**src/rtl/pixel_coord_tracker.sv**
```systemverilog
// Converts a row-major linear pixel index into registered (x, y) coordinates.
// Sequential indices are tracked by increment; a jump re-locks through a serial restoring divider.
module pixel_coord_tracker #(
  parameter int H_RES = 96,
  parameter int V_RES = 64,
  parameter int IDX_W = 13,
  parameter int X_W   = 7,
  parameter int Y_W   = 7
) (
  input  logic             clk,
  input  logic             reset,
  input  logic [IDX_W-1:0] pixel_index,
  input  logic             idx_valid,
  output logic [X_W-1:0]   x,
  output logic [Y_W-1:0]   y,
  output logic             coord_valid,
  output logic             line_start,
  output logic             frame_start,
  output logic             locked,
  output logic             busy,
  output logic             range_err
);

  localparam int               TOTAL     = H_RES * V_RES;
  localparam logic [IDX_W:0]   TOTAL_L   = (IDX_W + 1)'(TOTAL);
  localparam logic [X_W-1:0]   X_LAST    = X_W'(H_RES - 1);
  localparam logic [Y_W-1:0]   Y_LAST    = Y_W'(V_RES - 1);
  localparam logic [X_W:0]     DIVISOR   = (X_W + 1)'(H_RES);
  localparam int               CNT_W     = $clog2(IDX_W + 1);
  localparam logic [CNT_W-1:0] LAST_STEP = CNT_W'(IDX_W - 1);

  typedef enum logic [1:0] {
    UNLOCKED = 2'd0,
    DIVIDE   = 2'd1,
    TRACK    = 2'd2
  } state_t;

  function automatic logic in_range(input logic [IDX_W-1:0] idx);
    return {1'b0, idx} < TOTAL_L;
  endfunction

  // Index following idx, wrapping at the end of the frame.
  function automatic logic [IDX_W-1:0] next_index(input logic [IDX_W-1:0] idx);
    logic [IDX_W:0] inc;
    inc = {1'b0, idx} + (IDX_W + 1)'(1);
    return (inc >= TOTAL_L) ? '0 : inc[IDX_W-1:0];
  endfunction

  state_t           state_q, state_d;
  logic [X_W-1:0]   x_q, x_d;
  logic [Y_W-1:0]   y_q, y_d;
  logic             cv_q, cv_d;
  logic             ls_q, ls_d;
  logic             fs_q, fs_d;
  logic             re_q, re_d;
  logic [IDX_W-1:0] exp_q, exp_d;
  logic [CNT_W-1:0] cnt_q, cnt_d;
  logic [X_W-1:0]   rem_q, rem_d;
  logic [IDX_W-1:0] quo_q, quo_d;
  logic [IDX_W-1:0] div_idx_q, div_idx_d;

  logic [X_W:0]     rem_shift;
  logic [X_W:0]     rem_sub;
  logic             q_bit;
  logic [X_W-1:0]   rem_next;
  logic [IDX_W-1:0] quo_next;
  logic [Y_W-1:0]   y_div;
  logic [X_W-1:0]   x_inc;
  logic [Y_W-1:0]   y_inc;

  // One restoring-division step: shift in the next dividend bit, subtract if it fits.
  always_comb begin
    rem_shift = {rem_q, quo_q[IDX_W-1]};
    if (rem_shift >= DIVISOR) begin
      rem_sub = rem_shift - DIVISOR;
      q_bit   = 1'b1;
    end else begin
      rem_sub = rem_shift;
      q_bit   = 1'b0;
    end
    rem_next = rem_sub[X_W-1:0];
    quo_next = {quo_q[IDX_W-2:0], q_bit};
    y_div    = Y_W'(quo_next);
  end

  always_comb begin
    if (x_q == X_LAST) begin
      x_inc = '0;
      y_inc = (y_q == Y_LAST) ? '0 : y_q + Y_W'(1);
    end else begin
      x_inc = x_q + X_W'(1);
      y_inc = y_q;
    end
  end

  always_comb begin
    state_d   = state_q;
    x_d       = x_q;
    y_d       = y_q;
    cv_d      = 1'b0;
    ls_d      = 1'b0;
    fs_d      = 1'b0;
    re_d      = 1'b0;
    exp_d     = exp_q;
    cnt_d     = cnt_q;
    rem_d     = rem_q;
    quo_d     = quo_q;
    div_idx_d = div_idx_q;
    case (state_q)
      UNLOCKED: begin
        if (idx_valid) begin
          if (!in_range(pixel_index)) begin
            re_d = 1'b1;
          end else begin
            state_d   = DIVIDE;
            rem_d     = '0;
            quo_d     = pixel_index;
            div_idx_d = pixel_index;
            cnt_d     = '0;
          end
        end
      end
      TRACK: begin
        if (idx_valid) begin
          if (!in_range(pixel_index)) begin
            re_d    = 1'b1;
            state_d = UNLOCKED;
          end else if (pixel_index == exp_q) begin
            x_d   = x_inc;
            y_d   = y_inc;
            cv_d  = 1'b1;
            ls_d  = (x_inc == '0);
            fs_d  = (x_inc == '0) && (y_inc == '0);
            exp_d = next_index(pixel_index);
          end else begin
            state_d   = DIVIDE;
            rem_d     = '0;
            quo_d     = pixel_index;
            div_idx_d = pixel_index;
            cnt_d     = '0;
          end
        end
      end
      DIVIDE: begin
        rem_d = rem_next;
        quo_d = quo_next;
        cnt_d = cnt_q + CNT_W'(1);
        if (cnt_q == LAST_STEP) begin
          x_d     = rem_next;
          y_d     = y_div;
          cv_d    = 1'b1;
          ls_d    = (rem_next == '0);
          fs_d    = (rem_next == '0) && (y_div == '0);
          exp_d   = next_index(div_idx_q);
          state_d = TRACK;
        end
      end
      default: state_d = UNLOCKED;
    endcase
  end

  always_ff @(posedge clk) begin
    if (reset) begin
      state_q <= UNLOCKED;
      x_q     <= '0;
      y_q     <= '0;
      cv_q    <= 1'b0;
      ls_q    <= 1'b0;
      fs_q    <= 1'b0;
      re_q    <= 1'b0;
      exp_q   <= '0;
      cnt_q   <= '0;
    end else begin
      state_q <= state_d;
      x_q     <= x_d;
      y_q     <= y_d;
      cv_q    <= cv_d;
      ls_q    <= ls_d;
      fs_q    <= fs_d;
      re_q    <= re_d;
      exp_q   <= exp_d;
      cnt_q   <= cnt_d;
    end
  end

  // Divider datapath is only meaningful while in DIVIDE, so it carries no reset.
  always_ff @(posedge clk) begin
    rem_q     <= rem_d;
    quo_q     <= quo_d;
    div_idx_q <= div_idx_d;
  end

  assign x           = x_q;
  assign y           = y_q;
  assign coord_valid = cv_q;
  assign line_start  = ls_q;
  assign frame_start = fs_q;
  assign range_err   = re_q;
  assign locked      = (state_q == TRACK);
  assign busy        = (state_q == DIVIDE);

endmodule
```
**config.mk**
```make
export PLATFORM = sky130hd
export DESIGN_NAME = pixel_coord_tracker
export DESIGN_NICKNAME = d
export VERILOG_FILES = /design/src/rtl/pixel_coord_tracker.sv
export SDC_FILE = /design/constraint.sdc
export NUM_CORES = 1
export LEC_CHECK = 0
export ABC_AREA = 1
export BUFFER_PORTS_ARGS = -buffer_cell sky130_fd_sc_hd__clkbuf_2
export CAP_MARGIN = 15
export CORE_MARGIN = 2
export CORE_UTILIZATION = 34
export CTS_BUF_LIST = sky130_fd_sc_hd__clkbuf_8 sky130_fd_sc_hd__clkbuf_16
export DETAILED_ROUTE_END_ITERATION = 10
export RECOVER_POWER = 100
export SLEW_MARGIN = 20
export SYNTH_ARGS = -nofsm -noshare
export SYNTH_HDL_FRONTEND = slang
export SYNTH_SLANG_ARGS = --single-unit
```
**constraint.sdc**
```tcl
create_clock -name clk -period 6.03 [get_ports clk]
set_input_delay 0.3015 -clock clk [delete_from_list [all_inputs] [get_ports clk]]
set_output_delay 0.3015 -clock clk [all_outputs]
set_load 0.01 [all_outputs]
```
# ---- Word level (Yosys, flattened, before mapping)
# Index checks and enable logic that the tools add are counted.
dict set report word_totals {
  word_cells 118
  regBits 70
  out_inout_bits 20
  input_bits 16
}
dict set report op_classes {
  bitwise 2
  n_reduce_logical 16
  n_addsub 6
  eq_ne 14
  muxes 64
  order_cmp 4
}
# cell n
set ops {}
lappend ops {{two-way mux 13 bit} 11}
lappend ops {{two-way mux 7 bit} 17}
lappend ops {{case mux 13 bit (2 select lines)} 2}
lappend ops {{case mux 13 bit (3 select lines)} 1}
lappend ops {{adder 13 x 1 -> 14 bit (second input constant)} 2}
lappend ops {{greater-or-equal comparator 14 x 13 -> 1 bit (second input constant)} 2}
lappend ops {{zero test 7 bit} 4}
lappend ops {{case mux 7 bit (2 select lines)} 2}
lappend ops {{case mux 7 bit (3 select lines)} 1}
lappend ops {{two-way mux 4 bit} 5}
lappend ops {{adder 7 x 1 -> 7 bit (second input constant)} 2}
lappend ops {{two-way mux 1 bit} 14}
lappend ops {{== test 13 bit} 1}
lappend ops {{< comparator 13 bit (second input constant)} 1}
lappend ops {{two-way mux 2 bit} 6}
lappend ops {{case mux 4 bit (3 select lines)} 1}
lappend ops {{AND reduction 6 bit} 2}
lappend ops {{AND reduction 5 bit} 2}
lappend ops {{greater-or-equal comparator 8 x 7 -> 1 bit (second input constant)} 1}
lappend ops {{inequality test 2 bit (second input constant)} 4}
lappend ops {{== test 7 x 6 -> 1 bit (second input constant)} 1}
lappend ops {{== test 7 bit (second input constant)} 1}
lappend ops {{subtractor 7 bit (second input constant)} 1}
lappend ops {{inequality test 2 x 1 -> 1 bit (second input constant)} 3}
lappend ops {{14 further kinds} 19}

# ---- Depth between registers and ports, before layout
# Gate-level depths: netlist (run 1).
dict set report logic_depth {
  ltp_word 9
  ltp_mapped 14
  ltp_nobuf 13
}

# ---- Least setup slack after synthesis (run 1)
# Ideal clock, no wire load.
dict set report synth_path {
  path_type {reg-to-reg}
  start {register state_q[0]}
  end {register cnt_q[2]}
  arrival_ns 2.060
  synth_period_minus_slack_ns 2.140
  stages_incl_launch_ff 11
  n_path_buf 0
  setup_ns 0.080
  slack_ns 3.890
  required_time_ns 5.950
  path_cell_list {dfxtp_1 > inv_1 > ha_1 > nor2_1 > inv_1 > a211oi_1 > nand2_1 > inv_1 > nand2_1 > nand2_1 > nor3b_1}
}
dict set report synth_between {
  elab_chain_len 3
  word_cells_on_any_way 11
  cone_classes {7 x eq/ne; 1 x mux; 3 x reduce/logical}
}
# item line_no
set synth_lines {}
lappend synth_lines {{from (decl)} 49} ;# state_t state_q, state_d;
lappend synth_lines {{from (signal assigned)} 174} ;# state_q <= state_d;
lappend synth_lines {{== test 2 bit *} --}
lappend synth_lines {{named net locked} 19} ;# output logic locked,
lappend synth_lines {{inequality test 2 bit (no source line), or another cell as far along} --}
lappend synth_lines {{AND reduction 6 bit (no source line)} --}
lappend synth_lines {{to (signal assigned)} 182} ;# cnt_q <= cnt_d;
lappend synth_lines {{to (decl)} 57} ;# logic [CNT_W-1:0] cnt_q, cnt_d;
# Mark *: on every way through the listed nets, which the timed path passes. The rest lies on a longest branch.
# A chain may end at the register's enable or synchronous reset.

# ---- Worst setup path after layout (run 1)
dict set report layout_path {
  start {register cnt_q[0]}
  end {register exp_q[3]}
}
dict set report layout_between {
  elab_chain_len 3
}
# item line_no
set layout_lines {}
lappend layout_lines {{== test 4 bit} 148} ;# if (cnt_q == LAST_STEP) begin
lappend layout_lines {{inequality test 2 x 1 -> 1 bit (no source line)} --}
lappend layout_lines {{AND reduction 5 bit (no source line)} --}
lappend layout_lines {{to (signal assigned)} 181} ;# exp_q <= exp_d;
lappend layout_lines {{to (decl)} 56} ;# logic [IDX_W-1:0] exp_q, exp_d;
# Every way passes these cells.

==> qor.txt, run 1 <==
status: finished with violations
violated checks: max-capacitance violations, max-slew violations
initial antenna violation count: 0
CTS tree: done
family with the most delay on the worst path: compound AO/OA/AOI/OAI gates
vias per std cell: 4.92
Max stage delay cell, worst path: o21ai_0
#FFs+latches synth: 70
share of layout cells above drive strength 1: 4.66%
Worst path max stage delay: 1570 ps
synth unique cells: 37
RSZ-0062 raised after global routing: no
CP Capture Type: flip-flop
Most common cell on crit path: nor2_1
Worst Setup Start Kind: flip-flop
Final Hold Fails: 0
worst hold start: idx_valid
EDFF count, synth: 33
die area: 0.0137 mm^2
final number of setup-violating endpoints: 0
IO buf count: 35
Post-DP Area: 0.00463 mm^2
pwr/cell area: 442 mW/mm^2
clock period minus worst slack: 3310 ps
Tcrit/Tclk final: 54.9%
Worst-path clk slew: 60 ps
Buf/Inv on CP: 1
die height: 117 um
Final TNS setup: 0 ps
Reg-to-Reg Start: cnt_q[0]
Post-Syn Area: 0.00435 mm^2
Seq/Total Area, Yosys: 39.8%
Peak VDD IR: 216 uV
placeable core region: 0.0126 mm^2
total CTS buffers: 9
Hold WS: 250 ps
wire length per cell: 13.0 um
CP startpoint: cnt_q[0]
gr ovfl total: 0
Final WS setup: 2720 ps
CP Class: reg2reg
Critical Path Fanout Max: 38
hold buffers post-CTS: 0
GRT Resource Usage Total: 16.9%
Finished Cell Area: 0.00488 mm^2
vias in the first global route: 3707
routed vias: 4122
post-place setup slack: 3500 ps
most frequent cells in the layout: 190 x nand2_1, 78 x nor2_1, 70 x inv_1
htree depth: 3
Yosys warning total: 0
ys async rst share: 0%
Std-Cell Rows: 41
syn avg cell area: 6.85 um^2
total wire length: 10900 um
final net count: 687
Arr. time, crit path: 3540 ps
Syn Inst Count: 635
Antenna Nets Post-Route: 0
clock skew: 7.12 ps
Die W: 117 um
Hold Crit Class: in2reg
Clock Sinks: 70
Post-synth top flop: dfxtp_1
critical-path cell list: inv_1 > ha_1 > nand2_1 > o21ai_0 > nand2_4 > nor2_1 > nor2_1
max-cap viol count: 1
Bufs on Longest Clock Path: 2
Pre-Repair DR Iteration Count: 5
largest net degree at the start of global routing: 61
Initial DRC Count: 274
Worst-Margin Slew: 2100 ps
Max-slew headroom: -41.6%
Residual DRC: 0
ANT cells: 0
clk_lat worst skew: 340 ps
first-pass GRT wire length: 18000 um
Area Overhead vs Synth: 12.2%
DP Wirelength: 7830 um
most common cell after layout, fill and taps aside: nand2_1
Final GP Congestion: 0.871
Syn Nets: 662
highest clock rate: 302 MHz
CP Data Required Time: 6260 ps
# resized after CTS: 0
Max Slew Vio Count: 19
Root Driver: clkbuf_16
Initial Util: 34.6%
Post-CTS Setup Inserts: 0
Top-Level Pins: 36
P_leak: 2.13 nW
layout make-up:
cell class | count | area [um^2]
fill | 1343 | 7690
multi-input combinational | 468 | 2210
sequential | 70 | 1730
inverter | 75 | 282
clock buffer | 9 | 225
tap | 172 | 215
timing repair buffer | 36 | 141
clock inverter | 7 | 73.8
power breakdown:
part / leakage [nW] / internal [mW] / switching, mW
logic: 1.36 / 0.247 / 0.569
registers: 0.625 / 0.698 / 0.0999
clock network: 0.146 / 0.322 / 0.219
routing by layer:
metal | vias up | share of wire (%) | routed length, um | global-route usage, %
li1 | 2117 | - | - | -
met1 | 1903 | 46 | 5040 | 21.9
met2 | 83 | 48 | 5240 | 27.6
met3 | 19 | 3.5 | 386 | 3.30
met4 | 0 | 2.2 | 244 | 6.82
met5 | - | 0 | 0 | 0
state kept, by name (all words and copies together) (netlist names):
| register | cells |
|---|---|
| div_idx_q | 13 |
| exp_q | 13 |
| quo_q | 13 |
| rem_q | 7 |
| x | 7 |
| y | 7 |
| cnt_q | 4 |
| state_q | 2 |
| coord_valid | 1 |
| frame_start | 1 |
| line_start | 1 |
| range_err | 1 |
per-stage QoR:
stage	util (%)	instances	total power [mW]
after floorplan	-	635	1.44
after global placement	36.8	821	1.61
after detailed placement	36.8	821	1.63
after CTS	39.2	837	2.18
after global routing	38.8	837	2.34
final	38.8	837	2.15
worst min-delay path, stage by stage:
cell      delay [ps]
clkbuf_2         110
nand3_1           80
nor2_1            40
synthesized netlist by cell type, types with 5 or more instances:
| master | count | area (um^2) |
|---|---|---|
| xor2_1 | 5 | 43.8 |
| nand4_1 | 12 | 75.1 |
| clkbuf_1 | 13 | 48.8 |
| nor2_1 | 77 | 289 |
| inv_2 | 5 | 18.8 |
| nand2_1 | 190 | 713 |
| o21ai_0 | 36 | 180 |
| dfxtp_1 | 37 | 741 |
| inv_1 | 69 | 259 |
| a21oi_1 | 37 | 185 |
| ha_1 | 11 | 138 |
| edfxtp_1 | 33 | 991 |
| nor3_1 | 7 | 35.0 |
| nand3_1 | 64 | 320 |
logic make-up (layout without fill, tap and decap cells):
group | after synthesis | after routing | synth area share, %
XOR/XNOR | 8 | 8 | 1.61
AO/OA/AOI/OAI | 81 | 81 | 9.90
buffers and inverters | 97 | 127 | 9.18
flip-flops | 70 | 70 | 39.8
adder cells (fa/ha/maj) | 11 | 11 | 3.17
AND/OR/NAND/NOR | 368 | 368 | 36.3
worst paths after layout:
check | slack (ps) | depth (start not counted) | endpoint
max | 2720 | 7 | exp_q[3]
max reg2reg | 2720 | 7 | exp_q[3]
min | 250 | 3 | range_err
min reg2reg | 510 | 2 | cnt_q[0]
No activity file was read; power rests on OpenSTA's default activity.
==> run 2: changes to the inputs <==
- ABC_AREA: 1 -> 0
- clock period: 6.03 -> 3.19 ns (I/O delays scaled with it)
==> run 2 against run 1 <==
Against the previous run: the run now ends clean; worst setup slack got worse by 2200 ps; sequential cell count unchanged; sequential power increased by 90%; synthesized cell count decreased by 26%; design area decreased by 1.2%; first-iteration DRC count increased by 4.0%; non-clock buffer count increased by 8; clock power increased by 110%; synthesized area decreased by 3.0%; critical path type unchanged; largest power group is now sequential cells.
==> qor.txt, run 2 <==
Syn Inst Count: 470 (-26%)
top-area cell type share of the netlist area: 23.5% (+0.71 points)
post-layout util: 40.0% (+1.1 points)
clock period minus worst slack: 2630 ps (-685 ps)
Initial Util: 35.0% (+0.36 points)
leading post-synthesis cells by instance count: 44 x a21oi_1, 37 x dfxtp_1, 34 x nor3_1
first-pass GRT wire length: 18400 um (+2.3%)
Max Slew Vio Count: 0 (-19)
placeable core region: 0.0121 mm^2 (-4.0%)
Critical Path Fanout Max: 10 (-74%)
most frequent cells in the layout: 44 x a21oi_1, 37 x dfxtp_1, 34 x nor3_1
largest net degree at the start of global routing: 51 (-16%)
CTS tree: done
Clock Sinks: 70 (unchanged)
share of layout cells above drive strength 1: 8.84% (+4.2 points)
Die W: 115 um (-1.5%)
Final TNS setup: 0 ps (unchanged)
IO buf count: 35 (unchanged)
die area: 0.0133 mm^2 (-2.9%)
Pwr Total: 4.07 mW (+89%)
clock power share: 27.5% (+2.4 points)
final number of setup-violating endpoints: 0 (unchanged)
wire length per cell: 16.8 um (+29%)
gr ovfl total: 0 (unchanged)
worst hold start: idx_valid
Post-CTS Setup Inserts: 0 (unchanged)
Max-slew headroom: 30.4% (+72 points)
#FFs+latches synth: 70 (unchanged)
ys async rst share: 0% (unchanged)
Antenna Nets Post-Route: 0 (unchanged)
CP startpoint: x[1]
Comb power frac: 35.2% (-2.7 points)
final net count: 520 (-24%)
Final GP Congestion: 0.904 (+3.8%)
Pre-Repair DR Iteration Count: 5 (unchanged)
Arr. time, crit path: 2860 ps (-680 ps)
total CTS buffers: 9 (unchanged)
CP Data Required Time: 3420 ps (-2840 ps)
vias in the first global route: 3475 (-6.3%)
hold buffers post-CTS: 0 (unchanged)
Root Driver: clkbuf_16
highest clock rate: 381 MHz (+26%)
Initial DRC Count: 285 (+4.0%)
Worst Setup Start Kind: flip-flop
Seq/Total Area, Yosys: 41.1% (+1.2 points)
routed vias: 3647 (-12%)
Final Hold Fails: 0 (unchanged)
biggest regs: div_idx_q: 13 flops, exp_q: 13 flops, quo_q: 13 flops
synth top area cells: edfxtp_1 24%, dfxtp_1 18%, a21oi_1 5.2%
max-cap viol count: 0 (-1)
synth unique cells: 64 (+73%)
vias per std cell: 5.48 (+11%)
die height: 115 um (-1.5%)
Worst path max stage delay: 530 ps (-1040 ps)
ANT cells: 0 (unchanged)
Post-Syn Area: 0.00422 mm^2 (-3.0%)
total wire length: 11200 um (+2.3%)
Syn Nets: 497 (-25%)
CP Class: reg2reg
clock skew: 7.29 ps (+0.172 ps)
Reg power frac: 37.3% (+0.3 points)
Sw Share: 37.5% (-3.8 points)
Yosys warning total: 0 (unchanged)
internal power: 2.55 mW (+100%)
Bufs on Longest Clock Path: 2 (unchanged)
clk_lat worst skew: 340 ps (about the same)
Residual DRC: 0 (unchanged)
Area Overhead vs Synth: 14.3%
GRT Resource Usage Total: 18.0% (+1.2 points)
EDFF count, synth: 33 (unchanged)
Max stage delay cell, worst path: or4_1
most common cell after layout, fill and taps aside: a21oi_1
DP Wirelength: 7840 um (about the same)
syn avg cell area: 8.97 um^2 (+31%)
P_sw: 1.53 mW (+72%)
critical-path cell list: ha_1 > nand4_1 > nor2_1 > buf_4 > a31oi_1 > or4_1 > o41ai_1
Worst-Margin Slew: 1040 ps (-1060 ps)
# resized after CTS: 0 (unchanged)
most common cell in the netlist: a21oi_1
pwr/cell area: 845 mW/mm^2 (+91%)
Reg-to-Reg Start: x[1]
Std-Cell Rows: 40 (-2.4%)
P_leak: 1.63 nW (-23%)
Peak VDD IR: 404 uV (+87%)
fillers: 1211 (-9.8%)
Top-Level Pins: 36 (unchanged)
Hold Crit Class: in2reg
Hold WS: 152 ps (-98.1 ps)
RSZ-0062 raised after global routing: no
Worst-path clk slew: 60 ps (about the same)
status: complete, no violations
initial antenna violation count: 0 (unchanged)
leading area contributor after synthesis: edfxtp_1
CP Capture Type: flip-flop
htree depth: 3 (unchanged)
Tcrit/Tclk final: 82.3% (+27 points)
Post-synth top flop: dfxtp_1
[run 2: cell types whose count changed in the layout (fill, tap and decap cells not counted), sizes merged, moves of 9 or more]
| cell | change |
|---|---|
| inv | -53 |
| nand2 | -162 |
| nand3 | -45 |
| nor2 | -61 |
| nor3 | +26 |
| o21ai | -15 |
| o22ai | +11 |
| xnor2 | +9 |
| xor2 | +18 |
[run 2: cell type report]
cell class,count,area [um^2],share of cell area (%)
multi-input cells,348,2270,47.0
clock inverters,3,37.5,0.779
flip-flops and latches,70,1730,35.9
repair buffers,44,196,4.07
inverters,20,75.1,1.56
well taps,168,210,4.36
clock buffers,13,303,6.28
[run 2: path summary, 6_finish.rpt]
kind,to,slack [ps],cells past startpoint
hold reg to reg,cnt_q[1],510,2
setup / recovery,frame_start,560,7
hold / removal,range_err,150,2
setup reg to reg,frame_start,560,7
[run 2: per-stage QoR]
step | std cells | instance area, um^2 | setup slack [ps]
2_1_floorplan | 470 | 4220 | 727
3_3_place_gp | 650 | 4540 | 742
3_5_place_dp | 650 | 4540 | 644
4_1_cts | 666 | 4880 | 614
5_1_grt | 666 | 4820 | 306
6_report | 666 | 4820 | 564
[run 2: metal layers]
layer | track usage, % | wire [um] | vias up
met2 | 28.0 | 5170 | 109
li1 | - | - | 1792
met3 | 4.85 | 591 | 11
met1 | 24.8 | 5280 | 1735
met5 | 0 | 0 | -
met4 | 4.98 | 111 | 0
[run 2: kinds of logic (layout without fill, tap and decap cells)]
| family | Yosys count | after routing | synth area share [%] |
|---|---|---|---|
| xor+xnor | 35 | 35 | 7.45 |
| simple gates | 161 | 161 | 20.7 |
| compound gates | 129 | 129 | 19.3 |
| fa+ha+maj | 11 | 11 | 3.26 |
| buf+inv | 52 | 80 | 5.13 |
| flops | 70 | 70 | 41.1 |
| mux | 12 | 12 | 3.06 |
[run 2: power by group through the flow]
stage          sequential [mW]  clock [mW]  combinational, mW
5_1_grt                   1.56        1.18               1.61
6_report                  1.52        1.12               1.43
2_1_floorplan             1.49           0               1.05
4_1_cts                   1.52        1.14               1.46
3_5_place_dp              1.53           0               1.45
3_3_place_gp              1.52           0               1.44
[run 2: critical path, delay by kind of cell (launching register included)]
family          cells  cell delay [ps]
flops               1              410
simple gates        3             1190
fa+ha+maj           1              320
buf+inv             1              250
compound gates      2              360
